==> config.mk <==
export PLATFORM = sky130hd
export DESIGN_NAME = uart_rx
export DESIGN_NICKNAME = d
export VERILOG_FILES = /design/src/rtl/uart_pkg.sv /design/src/rtl/uart_sync.sv /design/src/rtl/uart_rx.sv
export SDC_FILE = /design/constraint.sdc
export NUM_CORES = 1
export LEC_CHECK = 0
export ABC_AREA = 0
export CAP_MARGIN = 10
export CORE_MARGIN = 3
export CORE_UTILIZATION = 60
export DETAILED_ROUTE_END_ITERATION = 10
export PLACE_DENSITY = 0.82
export SLEW_MARGIN = 20
export SYNTH_ARGS = -nofsm -noshare
export SYNTH_HDL_FRONTEND = slang
export SYNTH_SLANG_ARGS = --single-unit
==> constraint.sdc <==
create_clock -name clk_i -period 6.55 [get_ports clk_i]
set_clock_uncertainty 0.1 [all_clocks]
set_input_delay 1.965 -clock clk_i [delete_from_list [all_inputs] [get_ports clk_i]]
set_output_delay 1.965 -clock clk_i [all_outputs]
set_load 0.005 [all_outputs]
==> src/rtl/uart_pkg.sv <==
// Shared UART types and constants, used by both the receiver and the transmitter.
package uart_pkg;

  typedef enum logic [2:0] {
    IDLE,
    START,
    DATA,
    PARITY,
    STOP
  } uart_rx_state_t;

  localparam int   DEFAULT_CLKS_PER_BIT = 868;
  localparam logic UART_IDLE_LVL        = 1'b1;

endpackage

==> src/rtl/uart_sync.sv <==
// STAGES-deep flip-flop synchronizer for an asynchronous single-bit input.
module uart_sync #(
  parameter int   STAGES  = 2,
  parameter logic RST_VAL = 1'b0
) (
  input  logic clk_i,
  input  logic rst_i,
  input  logic d,
  output logic q
);

  logic [STAGES-1:0] ff;

  always_ff @(posedge clk_i or negedge rst_i) begin
    if (!rst_i) ff <= {STAGES{RST_VAL}};
    else        ff <= {ff[STAGES-2:0], d};
  end

  assign q = ff[STAGES-1];

endmodule

==> src/rtl/uart_rx.sv <==
// UART receiver with a one-byte valid/ready holding register and sticky error flags.
// Define UART_RX_PARITY_EN to add a parity bit, the PARITY_ODD parameter and parity_err_o.
module uart_rx
  import uart_pkg::*;
#(
  parameter int CLKS_PER_BIT = DEFAULT_CLKS_PER_BIT,
  parameter int DATA_BITS    = 8,
  parameter int SYNC_STAGES  = 2
`ifdef UART_RX_PARITY_EN
  ,
  parameter bit PARITY_ODD   = 1'b0
`endif
) (
  input  logic                 clk_i,
  input  logic                 rst_i,
  input  logic                 rx,
  output logic [DATA_BITS-1:0] data_o,
  output logic                 valid_o,
  input  logic                 ready_i,
  output logic                 frame_err_o,
  output logic                 overrun_o,
`ifdef UART_RX_PARITY_EN
  output logic                 parity_err_o,
`endif
  input  logic                 err_clr_i,
  output logic                 busy_o
);

  localparam int CW = $clog2(CLKS_PER_BIT);
  localparam int IW = (DATA_BITS > 1) ? $clog2(DATA_BITS) : 1;
  localparam logic [CW-1:0] HALF_CNT = CW'(CLKS_PER_BIT / 2 - 1);
  localparam logic [CW-1:0] FULL_CNT = CW'(CLKS_PER_BIT - 1);
  localparam logic [IW-1:0] LAST_IDX = IW'(DATA_BITS - 1);

  uart_rx_state_t       state;
  logic [CW-1:0]        cnt;
  logic [IW-1:0]        bit_idx;
  logic [DATA_BITS-1:0] shift;
  logic                 rx_s;
  logic                 rx_s_p1;
  logic                 expire;
  logic                 deliver;
  logic                 frame_set;
  logic                 ovr_set;

  uart_sync #(
    .STAGES  (SYNC_STAGES),
    .RST_VAL (UART_IDLE_LVL)
  ) u_sync (
    .clk_i (clk_i),
    .rst_i (rst_i),
    .d     (rx),
    .q     (rx_s)
  );

  assign expire    = (cnt == '0);
  assign deliver   = (state == STOP) && expire && rx_s;
  assign frame_set = (state == STOP) && expire && !rx_s;
  assign ovr_set   = deliver && valid_o && !ready_i;
  assign busy_o    = (state != IDLE);

`ifdef UART_RX_PARITY_EN
  logic par_set;

  function automatic logic parity_bad(input logic [DATA_BITS-1:0] d, input logic p);
    return ((^d) ^ p) != PARITY_ODD;
  endfunction

  assign par_set = (state == PARITY) && expire && parity_bad(shift, rx_s);

  always_ff @(posedge clk_i or negedge rst_i) begin
    if (!rst_i) parity_err_o <= 1'b0;
    else        parity_err_o <= par_set | (parity_err_o & ~err_clr_i);
  end
`endif

  // Data-only shift register: LSB arrives first, so each sample enters at the MSB.
  always_ff @(posedge clk_i) begin
    if (state == DATA && expire) shift <= {rx_s, shift[DATA_BITS-1:1]};
  end

  always_ff @(posedge clk_i or negedge rst_i) begin
    if (!rst_i) begin
      state       <= IDLE;
      cnt         <= '0;
      bit_idx     <= '0;
      rx_s_p1     <= UART_IDLE_LVL;
      data_o      <= '0;
      valid_o     <= 1'b0;
      frame_err_o <= 1'b0;
      overrun_o   <= 1'b0;
    end else begin
      rx_s_p1     <= rx_s;
      frame_err_o <= frame_set | (frame_err_o & ~err_clr_i);
      overrun_o   <= ovr_set | (overrun_o & ~err_clr_i);

      // A new byte always lands in the holding register, even over an unread one.
      if (deliver) begin
        data_o  <= shift;
        valid_o <= 1'b1;
      end else if (ready_i) begin
        valid_o <= 1'b0;
      end

      case (state)
        IDLE: begin
          if (rx_s_p1 && !rx_s) begin
            cnt   <= HALF_CNT;
            state <= START;
          end
        end
        START: begin
          if (!expire) begin
            cnt <= cnt - 1'b1;
          end else if (!rx_s) begin
            cnt     <= FULL_CNT;
            bit_idx <= '0;
            state   <= DATA;
          end else begin
            state <= IDLE;
          end
        end
        DATA: begin
          if (!expire) begin
            cnt <= cnt - 1'b1;
          end else begin
            cnt <= FULL_CNT;
            if (bit_idx == LAST_IDX) begin
`ifdef UART_RX_PARITY_EN
              state <= PARITY;
`else
              state <= STOP;
`endif
            end else begin
              bit_idx <= bit_idx + 1'b1;
            end
          end
        end
`ifdef UART_RX_PARITY_EN
        PARITY: begin
          if (!expire) begin
            cnt <= cnt - 1'b1;
          end else begin
            cnt   <= FULL_CNT;
            state <= STOP;
          end
        end
`endif
        STOP: begin
          if (!expire) cnt <= cnt - 1'b1;
          else         state <= IDLE;
        end
        default: state <= IDLE;
      endcase
    end
  end

endmodule

* Word level (Yosys, flattened, before mapping)
Index checks and enable logic that the tools add are counted.
** Storage, ports and cells
- Flip-flop bits (word level) :: 38
- Bits of input ports :: 5
- Output and inout bits :: 12
- Word-level logic and storage cells :: 68
** Cells by class
- Bitwise gates (word level) :: 5
- Mux-type cells :: 20
- Equality and inequality tests :: 13
- $add $sub $neg :: 2
- Reduce and logical (&&, ||, !) cells :: 18
** Operators by type and width (count)
- two-way mux 10 bit :: 5
- case mux 10 bit (4 select lines) :: 1
- two-way mux 3 bit :: 9
- != test 2 bit, second input constant :: 7
- case mux 3 bit (4 select lines) :: 1
- zero test 10 bit :: 1
- AND reduction 5 bit :: 2
- subtractor 10 x 1 -> 10 bit, second input constant :: 1
- logical AND 1 bit :: 7
- equality test 3 bit, second input constant :: 2
- case mux 3 bit (2 select lines) :: 1
- AND reduction 4 bit :: 1
- nonzero test 2 bit :: 2
- nonzero test 4 bit :: 1
- adder 3 x 1 -> 3 bit, second input constant :: 1
- equality test 3 x 1 -> 1 bit, second input constant :: 1
- equality test 3 x 2 -> 1 bit, second input constant :: 1
- zero test 3 bit :: 1
- != test 3 bit, second input constant :: 1
- nonzero test 3 bit :: 1
- bitwise AND 1 bit :: 2
- zero test 1 bit :: 2
- two-way mux 1 bit :: 2
- two-way mux 2 bit :: 1
- 3 further kinds :: 4

* Longest topological paths before layout
- Depth in word-level cells :: 6
- Gate-level depth with buffers :: 7
- Depth with buffers taken out :: 6

* Modules after synthesis
A second synthesis with hierarchy kept.
** Second synthesis, totals
- Cell total of the unflattened synthesis :: 145
- Area, all modules :: 1795.5 µm²
** Modules (own cells, without submodules)
- uart_rx :: area each 1742.9 µm², times used 1, cells each 143, seq. area each 942.2 µm²
- uart_sync :: area each 52.6 µm², times used 1, cells each 2, seq. area each 52.6 µm²

* Worst setup path before layout
Ideal clock, no wire load.
- Kind :: register to output
- From :: reg state[0]
- To :: out busy_o
- Stages on the path, launching flop included :: 4
- Path buffers :: 1
- Slack :: 3.600 ns
- Required time :: 4.485 ns
- Arrival :: 0.885 ns
- Cell sequence :: dfrtp_1 -> buf_2 -> nor3_1 -> inv_1
** Between the ends
- Longest elaborated chain between the ends :: 1
** RTL lines
- from (decl) :: RTL line uart_rx.sv:35 : uart_rx_state_t state;
- from (signal assigned) :: RTL line uart_rx.sv:84 : state <= IDLE;
- from (signal assigned) :: RTL line uart_rx.sv:109 : state <= START;
- from (signal assigned) :: RTL line uart_rx.sv:118 : state <= DATA;
- nonzero test 3 bit :: RTL line uart_rx.sv:60 : assign busy_o = (state != IDLE);
- to (decl) :: RTL line uart_rx.sv:26 : output logic busy_o
No other way between the ends.

* Worst setup path in the final report
Ends and elaborated chain as after synthesis.

==> out/qor.txt <==
PLACE
---------------------------------------------------------------------------------
Cell total after placement                                                    195
HPWL Detailed                                                        2490 microns
Dpl ws                                                                    3.18 ns
Total of buffers placed on input and output ports                              16
Total cell area at the placement stage                                 1990 sq um
Global placement routability congestion                                     0.854

CTS
---------------------------------------------------------------------------------
CTS tree                                                                    built
Hold-fix buffer count after cts                                                 0
Count of clock tree sinks                                                      38
Number of buffers between clock root and the deepest sink                       2
Post-CTS setup repair buffer count                                              0
Clock latency of the later-clocked register in the worst-skew pair        0.34 ns
Clock Pin Slew Worst Setup and Hold Paths                                 0.12 ns
Deepest level of the CTS H-tree                                                 2
Number of buffers created by CTS                                                5
Post-cts resize count                                                           0
Root Buffer                                                          sky130_fd_sc_hd__clkbuf_4

SYNTHESIS
---------------------------------------------------------------------------------
Library cell occupying the most area in the post-synthesis netlist   sky130_fd_sc_hd__dfrtp_1
Adder-cell share of the synthesized area                                   0.0263
Share of synthesized area occupied by flip-flops and latches                0.550
Distinct cell type count after synthesis                                       49
Synthesized instance count                                                    152
Share of synthesized area spent on multiplexers                            0.0622
Number of enable flip-flop cells after synthesis                                8
Syn nets                                                                      160
Mean post-synth cell area                                              11.9 sq um
Synthesis-stage register bit count                                             38
Portion of synthesized cell area occupied by the leading cell type          0.373
Post-synthesis instance area                                           1810 sq um
Dominant cells by area after synthesis                               sky130_fd_sc_hd__dfrtp_1, sky130_fd_sc_hd__edfxtp_1, sky130_fd_sc_hd__mux2_2
Most used flip-flop cell after synthesis                             sky130_fd_sc_hd__dfrtp_1
Share of synthesized cell area in and, or, nand and nor gates               0.187
Synth warn                                                                      0
Area fraction in compound gates after synthesis                             0.131
Main combinational cell family by area after synthesis               simple AND/OR/NAND/NOR gates
Xor-xnor portion of the synthesized cell area                             0.00968
Post-synthesis async set-or-reset flop share                                0.789

STA
---------------------------------------------------------------------------------
Actual transition at the worst max-transition pin                        0.958 ns
Worst Hold Margin                                                        0.269 ns
Part of the cycle the worst path needs                                      0.575
Setup repair after global routing missed its margin                         false
Final Critical Period                                                     3.77 ns
Total Negative Setup Slacks                                                  0 ns
Smallest setup slack after layout                                         2.78 ns
Pins over their slew limit                                                      0
Number of endpoints failing setup at the final stage                            0
Worst slew margin relative to its limit                                     0.361
Number of hold-slack violations in the final timing report                      0
Fmax                                                                    0.265 GHz

PWR
---------------------------------------------------------------------------------
Sequential group share of total power                                       0.503
Cell internal power dissipation                                            411 uW
Sw power                                                                   185 uW
Clock share of power                                                        0.266
Power per standard cell area                                          287 nW/um^2
Peak supply drop                                                           189 uV
Leakage power total                                                   0.000850 uW
Comb pwr share                                                              0.231
Net switching fraction of the power                                         0.310

LAYOUT
---------------------------------------------------------------------------------
Commonest non-fill, non-tap cells in the layout                      sky130_fd_sc_hd__dfrtp_1, sky130_fd_sc_hd__clkdlybuf4s50_1, sky130_fd_sc_hd__mux2_2
Final layout net count                                                        179
Finished Cell Area                                                     2080 sq um
Ant. Diodes                                                                     0
Most common cell after layout, fill and taps aside                   sky130_fd_sc_hd__dfrtp_1
Layout overhead on the synthesized area                                     14.8%
Fin cells                                                                     203
Share of cells above drive strength 1                                       0.198

WORST SETUP PATH
---------------------------------------------------------------------------------
Slowest CP cell                                                      sky130_fd_sc_hd__dfrtp_1
Arrival time of the worst setup path                                      1.70 ns
CP Class                                                                  reg2out
Worst setup SP type                                                     flip-flop
CP max FO                                                                      11
Biggest cell delay along the critical path                                0.53 ns
Flop2flop setup slack                                                     4.09 ns
End of the critical path                                                   busy_o
Number of logic stages on the critical path including buffering                 3
List of cells traversed by the critical path                         nor3_1, inv_1, clkdlybuf4s50_1
Cell count of the worst reg-to-reg path                                         6
Worst reg2reg startpoint                                             cnt[0]$_DFFE_PN0P_
Worst reg2reg endpoint                                               cnt[3]$_DFFE_PN0P_
Worst setup EP type                                                   output port
Number of buffer and inverter stages on the critical path                       2
Cell type group with the largest total delay on the critical path      flip-flops
Crit. Startpoint                                                     state[0]$_DFFE_PN0P_
Worst endpoint required time                                              4.49 ns

ROUTING
---------------------------------------------------------------------------------
Vias                                                                         1303
Mean routed wirelength per cell                                      17.0 microns
Residual antenna-violating net count after detailed routing                     0
WL final                                                             3460 microns
Via-per-instance ratio                                                       6.42
Number of DRC markers in iteration 0                                           61
Router iterations before antenna repair                                         4
DRC viols                                                                       0

RUN
---------------------------------------------------------------------------------
MaxCap Viol Count                                                               0

STATUS
---------------------------------------------------------------------------------
Result of the run                                                    finished clean

DIE
---------------------------------------------------------------------------------
Chip Width                                                           60.9 microns
Vertical extent of the die                                           60.9 microns
Count of pins on the block boundary                                            17
Initial cell density of the core                                            0.645
Cell Rows                                                                      19
Die Area                                                               3710 sq um
Core Area                                                              2810 sq um

GLOBAL ROUTING
---------------------------------------------------------------------------------
Maximum number of pins on one net before global-route repair                   31
Congestion Overflow GR                                                          0
Initial antenna violation count                                                 0
Via count of the first global-routing pass                                   1205
GRT Overall Usage                                                           0.208
First-pass GRT wire length                                           5640 microns

WORST HOLD PATH
---------------------------------------------------------------------------------
Class of the worst hold path                                              reg2reg

## through the flow
| stage | utilization | total power [uW] |
|---|---|---|
| 2_1_floorplan | - | 404 |
| 3_3_place_gp | 0.711 | 432 |
| 3_5_place_dp | 0.711 | 440 |
| 4_1_cts | 0.740 | 598 |
| 5_1_grt | 0.740 | 629 |
| 6_report | 0.740 | 596 |
## cell usage after synthesis (2+ instances only)
cell,number
sky130_fd_sc_hd__o2111ai_1,2
sky130_fd_sc_hd__edfxtp_1,8
sky130_fd_sc_hd__o211ai_1,2
sky130_fd_sc_hd__a32o_1,2
sky130_fd_sc_hd__nor4_1,4
sky130_fd_sc_hd__nor3_1,8
sky130_fd_sc_hd__mux2_2,10
sky130_fd_sc_hd__a22o_1,4
sky130_fd_sc_hd__nand4_1,2
sky130_fd_sc_hd__a31oi_1,2
sky130_fd_sc_hd__o2bb2ai_1,2
sky130_fd_sc_hd__or3_1,2
sky130_fd_sc_hd__dfstp_2,3
sky130_fd_sc_hd__xor2_1,2
sky130_fd_sc_hd__inv_1,9
sky130_fd_sc_hd__a21oi_1,8
sky130_fd_sc_hd__nor2_1,9
sky130_fd_sc_hd__and2_1,2
sky130_fd_sc_hd__nor4b_1,2
sky130_fd_sc_hd__buf_2,5
sky130_fd_sc_hd__nand3_1,2
sky130_fd_sc_hd__nand2_1,3
sky130_fd_sc_hd__dfrtp_1,27
sky130_fd_sc_hd__ha_1,3
sky130_fd_sc_hd__nand2b_1,4
sky130_fd_sc_hd__nor3b_1,2
## worst min-delay path by stage
stage                                 startpoint                endpoint  slack (ns)  cells after the start
after CTS                 u_sync.ff[0]$_DFF_PN1_  u_sync.ff[1]$_DFF_PN1_        0.27                      0
after global routing      u_sync.ff[0]$_DFF_PN1_  u_sync.ff[1]$_DFF_PN1_        0.28                      0
after detailed placement  u_sync.ff[0]$_DFF_PN1_  u_sync.ff[1]$_DFF_PN1_        0.25                      0
final                     u_sync.ff[0]$_DFF_PN1_  u_sync.ff[1]$_DFF_PN1_        0.27                      0
after floorplan           u_sync.ff[0]$_DFF_PN1_  u_sync.ff[1]$_DFF_PN1_        0.25                      0
after global placement    u_sync.ff[0]$_DFF_PN1_  u_sync.ff[1]$_DFF_PN1_        0.25                      0
## worst reg2reg max path: stages (launching register included)
cell and delay, ns:
sky130_fd_sc_hd__dfrtp_1 0.43, sky130_fd_sc_hd__inv_1 0.09, sky130_fd_sc_hd__ha_1 0.25, sky130_fd_sc_hd__or3b_2 0.52, sky130_fd_sc_hd__nor4_2 0.53, sky130_fd_sc_hd__nor2_1 0.14, sky130_fd_sc_hd__a32o_1 0.30
## cell type report
class / count / area, sq um
clock buffer: 5 / 37.5
clock inverter: 3 / 45.0
fill: 188 / 728
inverter: 9 / 33.8
multi-input combinational: 99 / 752
sequential: 38 / 995
tap: 31 / 38.8
timing repair buffer: 18 / 175
## power groups by stage
stage / Sequential [uW] / Clock [uW] / Combinational (uW)
floorplan: 292 / 0 / 113
finish: 300 / 158 / 138
CTS: 299 / 162 / 137
detailed placement: 304 / 0 / 136
global placement: 301 / 0 / 131
global route: 304 / 171 / 154
## state kept, by name, summed over array words and instances (netlist names)
| register | count |
|---|---|
| state | 3 |
| data_o | 8 |
| bit_idx | 3 |
| rx_s_p1 | 1 |
| u_sync.ff | 2 |
| cnt | 10 |
| shift | 8 |
| valid_o | 1 |
| overrun_o | 1 |
| frame_err_o | 1 |
## routing by layer
metal	vias up	share of wire	track usage
li1	609	-	-
met1	653	0.43	0.265
met2	36	0.52	0.351
met3	5	0.041	0.0511
met4	0	0.010	0.0619
met5	-	0	0
## kinds of logic (layout without fill, tap and decap cells)
group,Yosys count,count (layout)
flip-flops,38,38
multiplexers,10,10
XOR/XNOR,2,2
AO/OA/AOI/OAI,32,32
AND/OR/NAND/NOR,51,51
adder cells (fa/ha/maj),4,4
buffers and inverters,15,35
Note: power is estimated with default switching activity, not from simulation.
